**src/rtl/axi_atop_initiator.sv**
```systemverilog
// axi_atop_initiator
// Turns single RISC-V atomic requests (LR, SC, AMO*) into AXI5 ATOP or
// exclusive transactions on an AXI master port, one transaction at a time.
//
// Ports:
//   clk_i, rst_i          clock, synchronous active-high reset
//   req_*                 atomic request (op, byte addr, size, operand)
//   rsp_*                 result: old value / SC status, error flag
//   axi_mst_req_o/_rsp_i  AXI master port (struct types)
//
// Optional feature: define AXI_ATOP_INITIATOR_LRSC_EN to issue LR/SC as
// exclusive accesses. Without it LR/SC are rejected as illegal requests.

package axi_atop_initiator_pkg;
   localparam int unsigned AW = 32;
   localparam int unsigned DW = 64;
   localparam int unsigned IW = 4;

   typedef struct packed {
      logic [IW-1:0] id;  logic [AW-1:0] addr; logic [7:0] len;  logic [2:0] size;
      logic [1:0] burst;  logic lock;          logic [3:0] cache; logic [2:0] prot;
      logic [5:0] atop;
   } aw_chan_t;
   typedef struct packed {
      logic [IW-1:0] id;  logic [AW-1:0] addr; logic [7:0] len;  logic [2:0] size;
      logic [1:0] burst;  logic lock;          logic [3:0] cache; logic [2:0] prot;
   } ar_chan_t;
   typedef struct packed { logic [DW-1:0] data; logic [DW/8-1:0] strb; logic last; } w_chan_t;
   typedef struct packed { logic [IW-1:0] id; logic [1:0] resp; } b_chan_t;
   typedef struct packed { logic [IW-1:0] id; logic [DW-1:0] data; logic [1:0] resp; logic last; } r_chan_t;

   typedef struct packed {
      aw_chan_t aw; logic aw_valid;
      w_chan_t  w;  logic w_valid;
      logic     b_ready;
      ar_chan_t ar; logic ar_valid;
      logic     r_ready;
   } req_t;
   typedef struct packed {
      logic aw_ready; logic ar_ready; logic w_ready;
      logic b_valid;  b_chan_t b;
      logic r_valid;  r_chan_t r;
   } rsp_t;

   localparam logic [3:0] OP_LR = 4'd0, OP_SC = 4'd1, OP_SWAP = 4'd2, OP_ADD = 4'd3,
                          OP_XOR = 4'd4, OP_AND = 4'd5, OP_OR = 4'd6, OP_MIN = 4'd7,
                          OP_MAX = 4'd8, OP_MINU = 4'd9, OP_MAXU = 4'd10;
   localparam logic [1:0] RESP_EXOKAY = 2'b01;
endpackage

module axi_atop_initiator
   import axi_atop_initiator_pkg::*;
#(
   parameter int unsigned AxiAddrWidth   = axi_atop_initiator_pkg::AW,
   parameter int unsigned AxiDataWidth   = axi_atop_initiator_pkg::DW,
   parameter int unsigned AxiIdWidth     = axi_atop_initiator_pkg::IW,
   parameter logic [AxiIdWidth-1:0] AxiId = '0,
   parameter int unsigned RiscvWordWidth = 64,
   parameter int unsigned AxiAddrLSB     = $clog2(AxiDataWidth/8),
   parameter type axi_req_t = axi_atop_initiator_pkg::req_t,
   parameter type axi_rsp_t = axi_atop_initiator_pkg::rsp_t
) (
   input  logic                      clk_i,
   input  logic                      rst_i,
   input  logic                      req_valid_i,
   output logic                      req_ready_o,
   input  logic [3:0]                req_op_i,
   input  logic [AxiAddrWidth-1:0]   req_addr_i,
   input  logic                      req_size_i,
   input  logic [RiscvWordWidth-1:0] req_wdata_i,
   output logic                      rsp_valid_o,
   input  logic                      rsp_ready_i,
   output logic [RiscvWordWidth-1:0] rsp_rdata_o,
   output logic                      rsp_err_o,
   output axi_req_t                  axi_mst_req_o,
   input  axi_rsp_t                  axi_mst_rsp_i
);
   localparam int unsigned StrbW = AxiDataWidth/8;

   typedef enum logic [1:0] {IDLE, ISSUE, WAIT, RESP} state_e;
   state_e state_q, state_d;

   logic [3:0]                op_q, op_d;
   logic [AxiAddrWidth-1:0]   addr_q, addr_d;
   logic                      size_q, size_d;
   logic [RiscvWordWidth-1:0] wdata_q, wdata_d, rdata_q, rdata_d;
   logic                      err_q, err_d;
   logic aw_pend_q, aw_pend_d, w_pend_q, w_pend_d, ar_pend_q, ar_pend_d;
   logic b_pend_q, b_pend_d, r_pend_q, r_pend_d;

   logic aw_valid, w_valid, ar_valid, b_ready, r_ready;
   logic req_hs, req_lrsc, req_illegal;
   logic [5:0] atop;
   logic [RiscvWordWidth-1:0] opnd;
   logic [63:0] opnd64;
   logic [AxiDataWidth-1:0] w_data, r_word;
   logic [StrbW-1:0] w_strb;
   logic [RiscvWordWidth-1:0] r_val;
   logic [AxiAddrLSB-1:0] off;

   // Ready is forced low while reset is held so the core cannot sneak in a request.
   assign req_ready_o = (state_q == IDLE) && !rst_i;
   assign req_hs      = req_valid_i && req_ready_o;
   assign rsp_valid_o = (state_q == RESP);
   assign rsp_rdata_o = rdata_q;
   assign rsp_err_o   = err_q;

   assign aw_valid = (state_q == ISSUE) && aw_pend_q;
   assign w_valid  = (state_q == ISSUE) && w_pend_q;
   assign ar_valid = (state_q == ISSUE) && ar_pend_q;
   assign b_ready  = (state_q == WAIT)  && b_pend_q;
   assign r_ready  = (state_q == WAIT)  && r_pend_q;
   assign off      = addr_q[AxiAddrLSB-1:0];

   // Request legality: op range, size vs. XLEN, natural alignment.
   assign req_lrsc = (req_op_i == OP_LR) || (req_op_i == OP_SC);
   always_comb begin
      req_illegal = (req_op_i > OP_MAXU) || (req_size_i && RiscvWordWidth == 32) ||
                    (req_size_i ? (req_addr_i[2:0] != 3'd0) : (req_addr_i[1:0] != 2'd0));
`ifndef AXI_ATOP_INITIATOR_LRSC_EN
      req_illegal = req_illegal || req_lrsc;
`endif
   end

   // AtomicLoad little-endian encodings; AND becomes CLR with an inverted operand.
   always_comb begin
      case (op_q)
         OP_SWAP: atop = 6'b110000;
         OP_ADD:  atop = 6'b100000;
         OP_XOR:  atop = 6'b100010;
         OP_AND:  atop = 6'b100001;
         OP_OR:   atop = 6'b100011;
         OP_MAX:  atop = 6'b100100;
         OP_MIN:  atop = 6'b100101;
         OP_MAXU: atop = 6'b100110;
         OP_MINU: atop = 6'b100111;
         default: atop = 6'b000000;
      endcase
   end

   // Operand is replicated across the whole bus so the addressed lane always holds it.
   always_comb begin
      opnd   = (op_q == OP_AND) ? ~wdata_q : wdata_q;
      opnd64 = 64'(opnd);
      w_data = '0;
      for (int i = 0; i < int'(StrbW); i++)
         w_data[8*i +: 8] = size_q ? opnd64[8*(i%8) +: 8] : opnd64[8*(i%4) +: 8];
      w_strb = (size_q ? StrbW'(8'hFF) : StrbW'(4'hF)) << off;
      r_word = axi_mst_rsp_i.r.data >> {off, 3'b000};
      r_val  = size_q ? r_word[RiscvWordWidth-1:0]
                      : RiscvWordWidth'($signed(r_word[31:0]));
   end

   always_comb begin
      axi_mst_req_o          = '0;
      axi_mst_req_o.aw.id    = AxiId;
      axi_mst_req_o.aw.addr  = addr_q;
      axi_mst_req_o.aw.size  = size_q ? 3'd3 : 3'd2;
      axi_mst_req_o.aw.burst = 2'b01;
      axi_mst_req_o.aw.atop  = (op_q == OP_SC) ? 6'b0 : atop;
      axi_mst_req_o.aw_valid = aw_valid;
      axi_mst_req_o.w.data   = w_data;
      axi_mst_req_o.w.strb   = w_strb;
      axi_mst_req_o.w.last   = 1'b1;
      axi_mst_req_o.w_valid  = w_valid;
      axi_mst_req_o.b_ready  = b_ready;
      axi_mst_req_o.ar.id    = AxiId;
      axi_mst_req_o.ar.addr  = addr_q;
      axi_mst_req_o.ar.size  = size_q ? 3'd3 : 3'd2;
      axi_mst_req_o.ar.burst = 2'b01;
      axi_mst_req_o.ar_valid = ar_valid;
      axi_mst_req_o.r_ready  = r_ready;
`ifdef AXI_ATOP_INITIATOR_LRSC_EN
      // Only LR uses AR, and only SC uses AW without an atop.
      axi_mst_req_o.aw.lock  = (op_q == OP_SC);
      axi_mst_req_o.ar.lock  = 1'b1;
`endif
   end

   always_comb begin
      state_d   = state_q;
      op_d      = op_q;
      addr_d    = addr_q;
      size_d    = size_q;
      wdata_d   = wdata_q;
      rdata_d   = rdata_q;
      err_d     = err_q;
      aw_pend_d = aw_pend_q;
      w_pend_d  = w_pend_q;
      ar_pend_d = ar_pend_q;
      b_pend_d  = b_pend_q;
      r_pend_d  = r_pend_q;
      case (state_q)
         IDLE: if (req_hs) begin
            op_d    = req_op_i;
            addr_d  = req_addr_i;
            size_d  = req_size_i;
            wdata_d = req_wdata_i;
            rdata_d = '0;
            err_d   = req_illegal;
            if (req_illegal) state_d = RESP;
            else begin
               state_d   = ISSUE;
               ar_pend_d = (req_op_i == OP_LR);
               r_pend_d  = (req_op_i != OP_SC);
               aw_pend_d = (req_op_i != OP_LR);
               w_pend_d  = (req_op_i != OP_LR);
               b_pend_d  = (req_op_i != OP_LR);
            end
         end
         ISSUE: begin
            if (aw_valid && axi_mst_rsp_i.aw_ready) aw_pend_d = 1'b0;
            if (w_valid  && axi_mst_rsp_i.w_ready)  w_pend_d  = 1'b0;
            if (ar_valid && axi_mst_rsp_i.ar_ready) ar_pend_d = 1'b0;
            if (!aw_pend_d && !w_pend_d && !ar_pend_d) state_d = WAIT;
         end
         WAIT: begin
            if (b_ready && axi_mst_rsp_i.b_valid) begin
               b_pend_d = 1'b0;
               if (axi_mst_rsp_i.b.resp[1]) err_d = 1'b1;
`ifdef AXI_ATOP_INITIATOR_LRSC_EN
               // SC status: only EXOKAY means the reservation held.
               if (op_q == OP_SC)
                  rdata_d = (axi_mst_rsp_i.b.resp == RESP_EXOKAY) ? '0 : RiscvWordWidth'(1);
`endif
            end
            if (r_ready && axi_mst_rsp_i.r_valid) begin
               r_pend_d = 1'b0;
               rdata_d  = r_val;
               if (axi_mst_rsp_i.r.resp[1]) err_d = 1'b1;
            end
            if (!b_pend_d && !r_pend_d) state_d = RESP;
         end
         RESP: if (rsp_ready_i) state_d = IDLE;
         default: state_d = IDLE;
      endcase
   end

   always_ff @(posedge clk_i) begin
      if (rst_i) begin
         state_q   <= IDLE;
         op_q      <= '0;
         addr_q    <= '0;
         size_q    <= 1'b0;
         wdata_q   <= '0;
         rdata_q   <= '0;
         err_q     <= 1'b0;
         aw_pend_q <= 1'b0;
         w_pend_q  <= 1'b0;
         ar_pend_q <= 1'b0;
         b_pend_q  <= 1'b0;
         r_pend_q  <= 1'b0;
      end else begin
         state_q   <= state_d;
         op_q      <= op_d;
         addr_q    <= addr_d;
         size_q    <= size_d;
         wdata_q   <= wdata_d;
         rdata_q   <= rdata_d;
         err_q     <= err_d;
         aw_pend_q <= aw_pend_d;
         w_pend_q  <= w_pend_d;
         ar_pend_q <= ar_pend_d;
         b_pend_q  <= b_pend_d;
         r_pend_q  <= r_pend_d;
      end
   end

   logic unused_rsp;
   assign unused_rsp = ^{axi_mst_rsp_i.b.id, axi_mst_rsp_i.r.id, axi_mst_rsp_i.r.last};

endmodule
```
**config.mk**
```make
export PLATFORM = sky130hd
export DESIGN_NAME = axi_atop_initiator
export DESIGN_NICKNAME = d
export VERILOG_FILES = /design/src/rtl/axi_atop_initiator.sv
export SDC_FILE = /design/constraint.sdc
export NUM_CORES = 1
export LEC_CHECK = 0
export ABC_AREA = 0
export CORE_AREA = 2 2 174 176
export DETAILED_ROUTE_END_ITERATION = 6
export DIE_AREA = 0 0 176 178
export GPL_TIMING_DRIVEN = 0
export PLACE_DENSITY_LB_ADDON = 0.1
export REMOVE_ABC_BUFFERS = 1
export SYNTH_ARGS = -nofsm -noshare
export SYNTH_HDL_FRONTEND = slang
export SYNTH_SLANG_ARGS = --single-unit
```
**constraint.sdc**
```tcl
create_clock -name clk_i -period 4.8 [get_ports clk_i]
set_clock_uncertainty 0.1 [all_clocks]
set_input_delay 0.72 -clock clk_i [delete_from_list [all_inputs] [get_ports clk_i]]
set_output_delay 0.72 -clock clk_i [all_outputs]
set_load 0.005 [all_outputs]
```
==> impl_metrics.csv, run 1 <==
group,metric,value,unit
sta,fin_tns_setup,0,ns
floorplan,fp-row-count,63,
clock_network,numCtsBuffers,17,
run,cap_violations,0,
placement,dpl.cell_count,1790,
yosys,ys_ff_latch,178,
routing,dr.pass1.iters,5,
floorplan,core,0.0294,sq mm
critical_path,worstPathArrival,3.97,ns
routing,drc,0,
placement,place_congestion,0.777,
sta,hold_slack,0.357,ns
grt,antenna_found_initial,2,
sta,fin_crit_sh,77.2,%
routing,postRouteAntennaNets,0,
clock_network,clk_latency,0.44,ns
outcome,status,"completed",
sta,hold_viol,0,
clock_network,post-cts-setup-buffers,0,
floorplan,pin_count,452,
critical_path,critical_path_class,"flip-flop to flip-flop",
critical_path,cp_slowest_cell,"nor2b_1",
grt,grt_pass1_vias,8901,
power_and_ir_drop,power_density,374,mW/mm^2
routing,avgRoutedWirePerCell,18.9,um
clock_network,clk_pin_slew,0.08,ns
floorplan,die_h,178,um
floorplan,die_w,176,um
yosys,synth_edf_count,0,
layout,fillers,2828,
critical_path,path_common_cell,"buf_16",
sta,max-slew-margin-rel,5.40,%
power_and_ir_drop,p_leak,0.00583,uW
grt,grt_max_degree,94,
layout,area_growth,45.5,%
power_and_ir_drop,ir_drop,183,uV
yosys,ys.flop_type,"dfxtp_1",
worst_hold_path,min_path_type,"flip-flop to flip-flop",
yosys,synth_warnings,0,
clock_network,cts_tree,"built",
grt,grt_usage,21.4,%
routing,vias,8983,
placement,dp_hpwl,24500,um
sta,slew_viol_final,0,
routing,vias_per_cell,4.93,
clock_network,postCtsHoldBufs,0,
critical_path,r2r_start,"addr_q[0]",
critical_path,start_kind,"flip-flop",
yosys,synthDistinctLibCells,56,
layout,finalNonFillerCells,1823,
yosys,synth.avg_cell_area,8.94,sq um
clock_network,cts_root_buf,"clkbuf_16",
clock_network,htree_levels,4,
critical_path,critPathMaxFanout,60,
yosys,synth-async-reset-ratio,0,%
clock_network,cts_num_sinks,178,
critical_path,crit_family,"compound AO/OA/AOI/OAI gates",
sta,period_needed,3.71,ns
critical_path,crit_path_end_kind,"flip-flop",
layout,drive_gt1_share,6.15,%
placement,io_buffer_count,390,
sta,worstMarginPinSlew,1.42,ns
yosys,ys_seq_area_share,35.7,%
sta,setup_viol_count_final,0,
clock_network,cts_resized,0,
power_and_ir_drop,power.total,5430,uW
critical_path,crit_path_start,"addr_q[0]",
grt,grt_pass1_wl,52500,um
sta,rsz0062_at_grt,"no",
routing,routed_wl,34500,um
floorplan,dieArea,0.0313,sq mm
critical_path,cpPeakStageDelay,1.14,ns
layout,final_core_util,49.3,%
critical_path,worstPathCellList,"buf_16, nor2b_1, a32oi_2, a211oi_4, buf_16, a221o_1",
layout,nets,1614,
yosys,netlist_instances,1116,
worst_hold_path,worstHoldStart,"rsp_rdata_o[31]",
floorplan,initial_utilization,33.9,%
critical_path,cp_data_required_time,5.06,ns
grt,grt-ovfl-total,0,
routing,drtIter0Drc,407,
yosys,syn-cell-area,0.00997,sq mm
clock_network,clockBufferDepth,2,
critical_path,cp_num_buf_inv,2,
sta,max_freq,270,MHz
worst reg2reg max path: stages (launching register included):
cell and delay (ns):
dfxtp_4 0.63, buf_16 0.32, nor2b_1 1.15, a32oi_2 0.18, a211oi_4 0.90, buf_16 0.24, a221o_1 0.13
power by group:
group          leakage, uW  internal [uW]  switching [uW]
clock             0.000290            744             704
sequential         0.00145           1680             192
combinational      0.00409           1150             963
total              0.00583           3570            1860
worst paths after layout:
check / to / slack, ns / cells past startpoint
setup reg to reg: rsp_rdata_o[58] / 1.09 / 6
hold / removal: rsp_rdata_o[31] / 0.36 / 1
hold reg to reg: rsp_rdata_o[31] / 0.36 / 1
setup / recovery: rsp_rdata_o[58] / 1.09 / 6
per-stage QoR:
step / setup slack (ns) / cell area (sq um)
2_1_floorplan: -5.24 / 9040
3_3_place_gp: -9.39 / 13400
3_5_place_dp: 1.17 / 13900
4_1_cts: 1.15 / 14500
5_1_grt: 1.01 / 14500
6_report: 1.09 / 14500
registers in the layout, summed over array words and instances (netlist names):
signal	count
rsp_rdata_o	64
wdata_q	64
addr_q	32
atop	5
op_q	4
state_q	2
ar_pend_q	1
aw_pend_q	1
b_pend_q	1
r_pend_q	1
rsp_err_o	1
size_q	1
w_pend_q	1
cells in the final DEF (no fill, tap or decap), types with 6 or more instances in the layout:
cell type        count
dfxtp_1            174
ha_1                 8
a211oi_1            10
mux2i_1             90
inv_1               13
nor2b_1             30
nor2_1              19
and2_1              10
mux2_2              10
a21oi_1             24
clkbuf_16           17
a221o_1             51
nand2b_1             8
buf_16              10
a221oi_1             8
o211ai_1             8
nand2_1            208
conb_1              50
clkdlybuf4s50_1    389
and3_1               7
a22o_1              13
xor2_1              32
a21o_1               6
o21ai_0             20
xnor2_1             32
nand3b_1           100
layer usage:
layer	track usage [%]	part of all wire, %	vias to the layer above
met1	26.7	42	4275
met4	5.37	1.6	2
met5	0	0.038	-
met3	6.88	8.6	28
li1	-	-	4347
met2	36.0	47	331
area by class of cell:
type | instances | area (sq um) | share of cell area (%)
clock inverter | 15 | 170 | 1.17
sequential | 178 | 3570 | 24.6
clock buffer | 17 | 425 | 2.93
multi-input combinational | 797 | 5450 | 37.6
antenna | 1 | 2.50 | 0.0173
tap | 390 | 488 | 3.36
timing repair buffer | 412 | 4350 | 30.0
inverter | 13 | 48.8 | 0.336
logic make-up (layout without fill, tap and decap cells):
| logic type | after synthesis | after routing | share of synthesized area (%) |
|---|---|---|---|
| simple gates | 402 | 402 | 21.0 |
| buf+inv | 189 | 457 | 11.6 |
| flops | 178 | 178 | 35.7 |
| compound gates | 168 | 168 | 13.7 |
| mux | 105 | 105 | 11.3 |
| xor+xnor | 64 | 64 | 5.62 |
| fa+ha+maj | 8 | 8 | 1.00 |
| other cells | 2 | 51 | 0.0753 |
cells in the mapped netlist (13+ instances only):
cell / n / area (sq um)
clkbuf_1: 30 / 113
nand3b_1: 100 / 751
buf_4: 94 / 706
xnor2_1: 32 / 280
dfxtp_1: 178 / 3560
nand2_1: 208 / 781
buf_1: 15 / 56.3
xor2_1: 32 / 280
inv_1: 13 / 48.8
a221o_1: 51 / 510
nor2_1: 19 / 71.3
a21oi_1: 24 / 120
nor2b_1: 30 / 188
a22o_1: 13 / 114
buf_2: 29 / 145
mux2i_1: 90 / 901
o21ai_0: 20 / 100
(Power assumes the default switching activity.)
==> run 2, diff against run 1 <==
--- a/config.mk
+++ b/config.mk
@@ -6,9 +6,9 @@
 export NUM_CORES = 1
 export LEC_CHECK = 0
 export ABC_AREA = 0
-export CORE_AREA = 2 2 174 176
+export CORE_AREA = 2 2 175 177
 export DETAILED_ROUTE_END_ITERATION = 6
-export DIE_AREA = 0 0 176 178
+export DIE_AREA = 0 0 177 179
 export GPL_TIMING_DRIVEN = 0
 export PLACE_DENSITY_LB_ADDON = 0.1
 export REMOVE_ABC_BUFFERS = 1
==> constraint.sdc (replaced) <==
create_clock -name clk_i -period 3.2 [get_ports clk_i]
set_clock_uncertainty 0.1 [all_clocks]
set_input_delay 0.48 -clock clk_i [delete_from_list [all_inputs] [get_ports clk_i]]
set_output_delay 0.48 -clock clk_i [all_outputs]
set_load 0.005 [all_outputs]
==> run 2 against run 1 <==
Sequential power increased by 50%. Via count increased by 0.16%. Flip-flop and latch count is the same. Worst hold slack better by 0.0071 ns. Setup slack lost 0.94 ns. Global-route usage is 0.071 points lower. Critical path depth is the same. Core utilization fell by 1.1 points. Highest routed layer is now met4.
==> impl_metrics.csv, run 2 (synthesis results as in run 1) <==
group,metric,value,unit
floorplan,die_h,179,um
layout,drive_gt1_share,6.48,%
grt,grt_usage,21.4,%
grt,grt_pass1_vias,8928,
placement,dpl.cell_count,1795,
clock_network,cts_num_sinks,178,
routing,drtIter0Drc,583,
power_and_ir_drop,power_density,558,mW/mm^2
power_and_ir_drop,p_leak,0.00586,uW
critical_path,critPathMaxFanout,18,
routing,routed_wl,35000,um
sta,slew_viol_final,0,
clock_network,postCtsHoldBufs,0,
critical_path,cp_data_required_time,2.62,ns
grt,antenna_found_initial,1,
clock_network,htree_levels,4,
sta,period_needed,3.05,ns
sta,hold_viol,0,
layout,layout_commonest_cell,"clkdlybuf4s50_1",
routing,avgRoutedWirePerCell,19.1,um
routing,postRouteAntennaNets,0,
sta,worstMarginPinSlew,1.06,ns
grt,grt-ovfl-total,0,
clock_network,numCtsBuffers,17,
floorplan,pin_count,452,
placement,dpl-instance-area,0.0139,sq mm
routing,vias_per_cell,4.91,
routing,vias,8997,
placement,dp_hpwl,24400,um
clock_network,cts_tree,"built",
grt,grt_max_degree,96,
floorplan,die_w,177,um
sta,hold_slack,0.364,ns
placement,place_congestion,0.790,
sta,rsz0062_at_grt,"no",
layout,nets,1617,
clock_network,cts_root_buf,"clkbuf_16",
layout,finalNonFillerCells,1834,
layout,final_cell_mix,"clkdlybuf4s50_1 (387), nand2_1 (208), dfxtp_1 (174), nand3b_1 (100), mux2i_1 (90)",
layout,fin_area,0.0145,sq mm
critical_path,worstPathArrival,2.47,ns
critical_path,critical_path_class,"flip-flop to output port",
floorplan,initial_utilization,33.2,%
routing,drc,0,
layout,fillers,2895,
routing,dr.pass1.iters,5,
layout,area_growth,45.3,%
sta,fin_crit_sh,95.4,%
floorplan,dieArea,0.0317,sq mm
worst_hold_path,min_path_type,"flip-flop to flip-flop",
floorplan,core,0.0300,sq mm
clock_network,clk_latency,0.43,ns
critical_path,crit_path_end_kind,"output port",
critical_path,start_kind,"flip-flop",
clock_network,clk_pin_slew,0.08,ns
sta,max_freq,328,MHz
power_and_ir_drop,ir_drop,334,uV
placement,io_buffer_count,390,
grt,grt_pass1_wl,52400,um
floorplan,fp-row-count,64,
sta,max-slew-margin-rel,28.9,%
outcome,status,"completed",
clock_network,clockBufferDepth,2,
run,cap_violations,0,
power_and_ir_drop,power.total,8090,uW
layout,final_core_util,48.3,%
sta,setup_viol_count_final,0,
## run 2: cell types whose count changed in the layout (fill, tap and decap cells not counted), moves of 2 or more
cell	delta
buf_16	-4
buf_4	+5
buf_6	-2
buf_8	+3
clkdlybuf4s50_1	-2
clkinv_4	-2
diode_2	+2
dlymetal6s2s_1	+2
## run 2: final cells by class
type / instances / area, sq um / area share [%]
Timing Repair Buffer: 415 / 4320 / 29.8
Clock buffer: 17 / 425 / 2.93
Multi-Input combinational cell: 797 / 5460 / 37.6
Sequential cell: 178 / 3580 / 24.7
Tap cell: 396 / 495 / 3.42
Inverter: 13 / 48.8 / 0.337
Clock inverter: 15 / 164 / 1.13
Antenna cell: 3 / 7.51 / 0.0518
## run 2: timing repair
action,4_1_cts,5_1_grt
gates resized for setup,1,4
pin swaps,2,1
setup buffers,5,0
endpoints found under the setup margin,76,14
## run 2: report_power, final
group / switching [uW] / internal [uW] / leakage (uW) / total (uW)
Clock: 1100 / 1060 / 0.000286 / 2150
Combinational: 1450 / 1690 / 0.00412 / 3140
Sequential: 281 / 2510 / 0.00145 / 2800
## run 2: critical path, cell delays in order (launching register included)
cell,delay (ns)
dfxtp_1,0.37
nor4bb_4,0.36
buf_8,0.14
buf_8,0.14
buf_6,0.24
xnor2_1,0.15
clkdlybuf4s50_1,0.63
## run 2: per-stage QoR
stage / worst slack (ns) / TNS, ns
floorplan: -6.60 / -450.26
global placement: -10.80 / -1412.02
detailed placement: -0.371 / -9.09
CTS: 0.0301 / 0
global route: 0.0286 / 0
finish: 0.147 / 0
## run 2: final timing paths
check             start            endpoint  slack, ns  cells after the start
min reg2reg   ar_pend_q           ar_pend_q       0.36                      2
max reg2reg  state_q[0]     rsp_rdata_o[50]       0.38                      6
min           ar_pend_q           ar_pend_q       0.36                      2
max             op_q[2]  axi_mst_req_o[132]       0.15                      6
## run 2: layer usage
layer	global-route usage (%)	share of wire, %	wire length, um	vias to the layer above
met5	0	0	0	-
met4	5.37	1.6	549	0
met3	7.74	9.1	3190	27
met2	35.2	47	16400	332
met1	26.4	43	14900	4281
li1	-	-	-	4357
==> run 3, diff against run 2 <==
--- a/config.mk
+++ b/config.mk
@@ -7,6 +7,7 @@
 export LEC_CHECK = 0
 export ABC_AREA = 0
 export CORE_AREA = 2 2 175 177
+export CTS_CLUSTER_DIAMETER = 150
 export DETAILED_ROUTE_END_ITERATION = 6
 export DIE_AREA = 0 0 177 179
 export GPL_TIMING_DRIVEN = 0
==> results of run 3 <==
The final DEF is identical to that of run 2; final timing and power are the same.
